## config.mk

```make
export PLATFORM = sky130hd
export DESIGN_NAME = cpu_trace_serializer
export DESIGN_NICKNAME = d
export VERILOG_FILES = /design/src/rtl/cpu_trace_serializer.sv
export SDC_FILE = /design/constraint.sdc
export NUM_CORES = 1
export LEC_CHECK = 0
export CAP_MARGIN = 10
export CORE_UTILIZATION = 40
export CTS_BUF_LIST = sky130_fd_sc_hd__clkbuf_8
export CTS_CLUSTER_SIZE = 8
export DETAILED_ROUTE_END_ITERATION = 8
export PLACE_DENSITY = 0.64
export SLEW_MARGIN = 20
export SYNTH_ARGS = -nofsm -noshare
export SYNTH_HDL_FRONTEND = slang
export SYNTH_SLANG_ARGS = --single-unit
```

## constraint.sdc

```tcl
create_clock -name clk -period 8.08 [get_ports clk]
set_clock_uncertainty 0.1 [all_clocks]
set_input_delay 2.02 -clock clk [delete_from_list [all_inputs] [get_ports clk]]
set_output_delay 2.02 -clock clk [all_outputs]
set_load 0.02 [all_outputs]
```

## src/rtl/cpu_trace_serializer.sv

```systemverilog
// Serializes one CPU write record per handshake into an ASCII trace line, one character per clock.
// '^' appears the cycle after the accept edge. in_ready is high only in IDLE, so a record is never accepted mid-line.
`timescale 1ns/1ps

module cpu_trace_serializer #(
  parameter bit HEX_UPPER = 1'b0,
  parameter int GAP       = 0
) (
  input  logic        clk,
  input  logic        reset,
  input  logic        in_valid,
  output logic        in_ready,
  input  logic        in_kind,
  input  logic [15:0] in_time,
  input  logic [31:0] in_pc,
  input  logic [31:0] in_addr,
  input  logic [4:0]  in_grf,
  input  logic [31:0] in_data,
  output logic [7:0]  char,
  output logic        busy,
  output logic        last
);

  typedef enum logic [3:0] {
    S_IDLE, S_CARET, S_TIME, S_AT, S_PC, S_COLON, S_SP1, S_MARK,
    S_OPND, S_SP2, S_LT, S_EQ, S_SP3, S_DATA, S_HASH, S_GAPWAIT
  } state_t;

  state_t      state_q, state_d;
  logic [2:0]  cnt_q, cnt_d;
  logic [15:0] gap_q, gap_d;
  logic [7:0]  char_q, char_d;
  logic        busy_q, busy_d;
  logic        last_q, last_d;

  logic        kind_q;
  logic [31:0] pc_q, addr_q, data_q;
  logic [15:0] t_bcd_q, t_bcd_d;
  logic [1:0]  td_q, td_d;
  logic [7:0]  g_bcd_q, g_bcd_d;
  logic        rd_q, rd_d;

  logic        accept;
  logic [13:0] t_sat, t_q1, t_q2;

  assign in_ready = (state_q == S_IDLE) && !reset;
  assign accept   = in_valid && in_ready;
  assign char     = char_q;
  assign busy     = busy_q;
  assign last     = last_q;

  // Decimal fields are split into BCD at accept; td/rd hold digit count minus one.
  always_comb begin
    t_sat   = (in_time > 16'd9999) ? 14'd9999 : in_time[13:0];
    t_q1    = t_sat / 14'd10;
    t_q2    = t_q1 / 14'd10;
    t_bcd_d = {4'(t_q2 / 14'd10), 4'(t_q2 % 14'd10), 4'(t_q1 % 14'd10), 4'(t_sat % 14'd10)};
    if (t_sat >= 14'd1000)     td_d = 2'd3;
    else if (t_sat >= 14'd100) td_d = 2'd2;
    else if (t_sat >= 14'd10)  td_d = 2'd1;
    else                       td_d = 2'd0;
    g_bcd_d = {4'(in_grf / 5'd10), 4'(in_grf % 5'd10)};
    rd_d    = (in_grf >= 5'd10);
  end

  function automatic logic [7:0] hex_char(input logic [3:0] n);
    if (n < 4'd10) return 8'h30 + {4'h0, n};
    return (HEX_UPPER ? 8'h41 : 8'h61) + {4'h0, n} - 8'd10;
  endfunction

  function automatic logic [3:0] nib(input logic [31:0] v, input logic [2:0] idx);
    return v[{3'd7 - idx, 2'b00} +: 4];
  endfunction

  always_comb begin
    state_d = state_q;
    cnt_d   = cnt_q;
    gap_d   = gap_q;
    case (state_q)
      S_IDLE:  if (accept) state_d = S_CARET;
      S_CARET: begin state_d = S_TIME; cnt_d = 3'd0; end
      S_TIME:
        if (cnt_q[1:0] == td_q) begin state_d = S_AT; cnt_d = 3'd0; end
        else cnt_d = cnt_q + 3'd1;
      S_AT:    begin state_d = S_PC; cnt_d = 3'd0; end
      S_PC:
        if (cnt_q == 3'd7) state_d = S_COLON;
        else cnt_d = cnt_q + 3'd1;
      S_COLON: state_d = S_SP1;
      S_SP1:   state_d = S_MARK;
      S_MARK:  begin state_d = S_OPND; cnt_d = 3'd0; end
      S_OPND:
        if (kind_q ? (cnt_q == 3'd7) : (cnt_q == {2'b00, rd_q})) state_d = S_SP2;
        else cnt_d = cnt_q + 3'd1;
      S_SP2:   state_d = S_LT;
      S_LT:    state_d = S_EQ;
      S_EQ:    state_d = S_SP3;
      S_SP3:   begin state_d = S_DATA; cnt_d = 3'd0; end
      S_DATA:
        if (cnt_q == 3'd7) state_d = S_HASH;
        else cnt_d = cnt_q + 3'd1;
      S_HASH:
        if (GAP > 0) begin state_d = S_GAPWAIT; gap_d = 16'd0; end
        else state_d = S_IDLE;
      S_GAPWAIT:
        if (gap_q == 16'(GAP - 1)) state_d = S_IDLE;
        else gap_d = gap_q + 16'd1;
      default: state_d = S_IDLE;
    endcase
  end

  // Output character is derived from the next state so char/busy/last come straight from flops.
  always_comb begin
    char_d = 8'h00;
    case (state_d)
      S_CARET: char_d = 8'h5E;
      S_TIME:  char_d = 8'h30 + {4'h0, t_bcd_q[{td_q - cnt_d[1:0], 2'b00} +: 4]};
      S_AT:    char_d = 8'h40;
      S_PC:    char_d = hex_char(nib(pc_q, cnt_d));
      S_COLON: char_d = 8'h3A;
      S_SP1, S_SP2, S_SP3: char_d = 8'h20;
      S_MARK:  char_d = kind_q ? 8'h2A : 8'h24;
      S_OPND:
        if (kind_q) char_d = hex_char(nib(addr_q, cnt_d));
        else        char_d = 8'h30 + {4'h0, g_bcd_q[{rd_q - cnt_d[0], 2'b00} +: 4]};
      S_LT:    char_d = 8'h3C;
      S_EQ:    char_d = 8'h3D;
      S_DATA:  char_d = hex_char(nib(data_q, cnt_d));
      S_HASH:  char_d = 8'h23;
      default: char_d = 8'h00;
    endcase
    busy_d = (state_d != S_IDLE) && (state_d != S_GAPWAIT);
    last_d = (state_d == S_HASH);
  end

  always_ff @(posedge clk or posedge reset) begin
    if (reset) begin
      state_q <= S_IDLE;
      cnt_q   <= 3'd0;
      gap_q   <= 16'd0;
      char_q  <= 8'h00;
      busy_q  <= 1'b0;
      last_q  <= 1'b0;
      kind_q  <= 1'b0;
      pc_q    <= 32'd0;
      addr_q  <= 32'd0;
      data_q  <= 32'd0;
      t_bcd_q <= 16'd0;
      td_q    <= 2'd0;
      g_bcd_q <= 8'd0;
      rd_q    <= 1'b0;
    end else begin
      state_q <= state_d;
      cnt_q   <= cnt_d;
      gap_q   <= gap_d;
      char_q  <= char_d;
      busy_q  <= busy_d;
      last_q  <= last_d;
      if (accept) begin
        kind_q  <= in_kind;
        pc_q    <= in_pc;
        addr_q  <= in_addr;
        data_q  <= in_data;
        t_bcd_q <= t_bcd_d;
        td_q    <= td_d;
        g_bcd_q <= g_bcd_d;
        rd_q    <= rd_d;
      end
    end
  end

endmodule
```

==> results.toml <==
[sta]
rsz0062_at_grt = "no"
slew_headroom_pct = 36.2
min_period_over_period_pct = 95.0
worst_slew_pin_slew_ns = 0.944
period_minus_slack_ns = 7.67
drv_slew = 0
fin_hold_ws_ns = 0.379
max_freq_mhz = 130
hold_viol_final = 0
setup-violations-final = 0

[cells_and_area]
layout_common_cells = "nand2_1, dfrtp_1, clkdlybuf4s50_1, buf_4, nor2_1"
nets = 1620
syn2layout_area_growth_pct = 25.4
drive_above_1_share_pct = 17.2
fin_util_pct = 50.9
mostFrequentLayoutCell = "nand2_1"
diodes = 0

[worst_setup_path]
path_buf_inv = 3
crit_type = "input port to flip-flop"
rrSetupSlack_ns = 3.46
required_ns = 8.38
worstPathMaxFanout = 7
cp_common_cell = "o31ai_2"
critPathSlowestCell = "clkdlybuf4s50_1"
start_kind = "input port"
cpPeakStageDelay_ns = 0.45
critPathArrivalTime_ns = 7.97
cp-end-kind = "flip-flop"
crit_family = "compound AO/OA/AOI/OAI gates"

[synthesis]
avgSynthCellArea_um2 = 8.42
synthesis.nets = 1437
synth_top_family_by_area = "simple AND/OR/NAND/NOR gates"
synth_flop_cell = "dfrtp_1"
synth-simple-area-share_pct = 26.7
ys_seq_elements = 154
async_flop_share_pct = 100
synth_xor_area_share_pct = 2.97
ys_warn_count = 0
synth_cell_types = 124
ys_seq_area_share_pct = 35.3
synthMuxAreaShare_pct = 8.24
syn_inst = 1297
synth_fa_ha_area_share_pct = 2.37
synth_top_cell_area_share_pct = 35.3
synth_compound_area_share_pct = 20.5
synth-edff-count = 0
synth_top_area_cell = "dfrtp_1"
synthTopCellsByArea = "dfrtp_1, nand2_1, mux4_2, nor2_1, a21oi_1"
synth.cell_area_mm2 = 0.0109

[placement]
place.detailed.hpwl_mm = 22.8
port_buffers = 130
gp_congestion = 0.929

[cts]
clk_latency_ns = 0.48
htreeDepth = 4
numCtsBuffers = 17
cts_root_buf = "clkbuf_8"
cts_tree = "yes"
ctsLongestPathBuffers = 2
clock-sinks = 154
ctsHoldBuffers = 0
clk_pin_slew_ns = 0.10

[die]
rows = 60
coreArea_mm2 = 0.0269
dieWidth_um = 167
die_h_um = 167
io_pins = 132
dieArea_mm2 = 0.0280
start_util_pct = 40.6

[power]
sequentialPowerShare_pct = 29.1
p_leak_nw = 5.93
vdd_drop_max_mv = 0.201
total_power_mw = 4.49
p_per_area_mw_per_mm2 = 328
comb_power_share_pct = 57.8
clkPwrFrac_pct = 13.1
p_sw_share_pct = 43.8
p_sw_mw = 1.97
p_int_mw = 2.52

[route]
firstDrtPassIters = 6
remaining_drc_errors = 0
totalWireLength_mm = 30.3
met1_length_mm = 13.6
wl_met2_mm = 14.9
met3_wirelength_mm = 1.14
avgViaCountPerCell = 5.58
vias = 10200
drt_iter0_markers = 732
postRouteAntennaNets = 0
avgRoutedWirePerCell_um = 16.5
dr.max_layer_used = "met4"

[hold_path]
hold_path_class = "flip-flop to flip-flop"

[run_status]
outcome = "finished, final reports clean"

[grt]
grt_pass1_wl_mm = 49.5
grt_max_degree = 85
grt_pass1_vias = 9912
grt_overflow = 0
grt_use_total_pct = 21.8
antenna_found_initial = 0

[flow_run]
maxCapViolCount = 0
-- cell usage after synthesis, types with 4 or more instances --
| master | count |
|---|---|
| a211o_1 | 9 |
| a211oi_1 | 12 |
| a21o_1 | 7 |
| a21oi_1 | 54 |
| a21oi_2 | 7 |
| a221oi_1 | 4 |
| a22oi_1 | 4 |
| a31o_1 | 4 |
| a31oi_1 | 17 |
| a32oi_1 | 4 |
| and2_1 | 6 |
| and3_1 | 5 |
| buf_1 | 4 |
| buf_2 | 10 |
| buf_4 | 8 |
| clkbuf_1 | 46 |
| dfrtp_1 | 154 |
| ha_1 | 19 |
| inv_1 | 27 |
| mux2_2 | 4 |
| mux2i_1 | 21 |
| mux4_2 | 28 |
| nand2_1 | 383 |
| nand2b_1 | 12 |
| nand3_1 | 28 |
| nand3b_1 | 8 |
| nand4_1 | 9 |
| nor2_1 | 78 |
| nor2_2 | 4 |
| nor2b_1 | 14 |
| nor3_1 | 23 |
| nor3_2 | 7 |
| nor4_1 | 10 |
| o2111ai_1 | 4 |
| o211ai_1 | 14 |
| o21ai_0 | 54 |
| o21ai_1 | 15 |
| o221ai_1 | 4 |
| o22ai_1 | 5 |
| o31ai_1 | 10 |
| xnor2_1 | 25 |
| xor2_1 | 12 |
-- power groups by stage --
stage	logic, mW	clock network (mW)	registers [mW]
2_1_floorplan	1.93	0	1.24
3_3_place_gp	2.54	0	1.30
3_5_place_dp	2.60	0	1.32
4_1_cts	2.61	0.602	1.30
5_1_grt	2.86	0.633	1.35
6_report	2.60	0.587	1.31
-- through the flow --
stage          setup TNS (ns)  setup slack, ns  cell area, µm²  instances
6_report                    0            0.406           13700       1834
5_1_grt                     0           0.0432           13700       1834
4_1_cts                     0            0.307           13600       1833
3_5_place_dp           -0.382           -0.205           13200       1801
3_3_place_gp          -0.0441          -0.0441           13200       1801
2_1_floorplan               0            0.527           10900       1297
-- layer usage --
metal  vias to the layer above  track usage, %
met3                        42            2.84
met4                         0            7.22
met5                         -               0
li1                       5004               -
met1                      4923            28.3
met2                       270            37.5
-- final timing paths --
kind                       cells past startpoint   startpoint           to
hold / removal                                 2    addr_q[9]    addr_q[9]
setup / recovery                              27  in_time[12]  t_bcd_q[11]
setup reg to reg                              19     cnt_q[0]      char[2]
hold reg to reg                                2    addr_q[9]    addr_q[9]
max in group asynchronous                      3        reset   data_q[20]
min in group asynchronous                      2        reset   state_q[1]
-- timing repair --
item                                    4_1_cts  5_1_grt
buffers inserted                              0        1
resized for setup                             0       22
endpoints found under the setup margin        0        4
-- layout make-up --
class / instances / area, µm²
Sequential cell: 154 / 3850
Timing Repair Buffer: 234 / 2100
Clock buffer: 18 / 248
Fill cell: 2553 / 13200
Clock inverter: 14 / 150
Inverter: 29 / 115
Tap cell: 341 / 427
Multi-Input combinational cell: 1044 / 6800
-- kinds of logic (layout without fill, tap and decap cells) --
kind of cell,after synthesis,after routing
other,1,1
adders and majority gates,21,21
and+or+nand+nor,633,633
AOI/OAI and AO/OA,298,298
muxes,54,54
buffers and inverters,99,295
xor gates and xnor gates,37,37
DFF,154,154
-- worst reg2reg max path, delay by kind of cell (launching register included) --
kind            cells  cell delay [ns]
buf+inv             1             0.43
mux                 2             0.98
simple gates        6             0.67
flops               1             0.47
fa+ha+maj           3             0.78
compound gates      7             1.15
-- state kept, by name, indices dropped and copies added, names as in the netlist, 2 cells and up --
register and count:
gap_q 16, char 7, t_bcd_q 16, td_q 2
pc_q 32, addr_q 32, state_q 4, cnt_q 3
data_q 32, g_bcd_q 6
(Power assumes the default switching activity.)
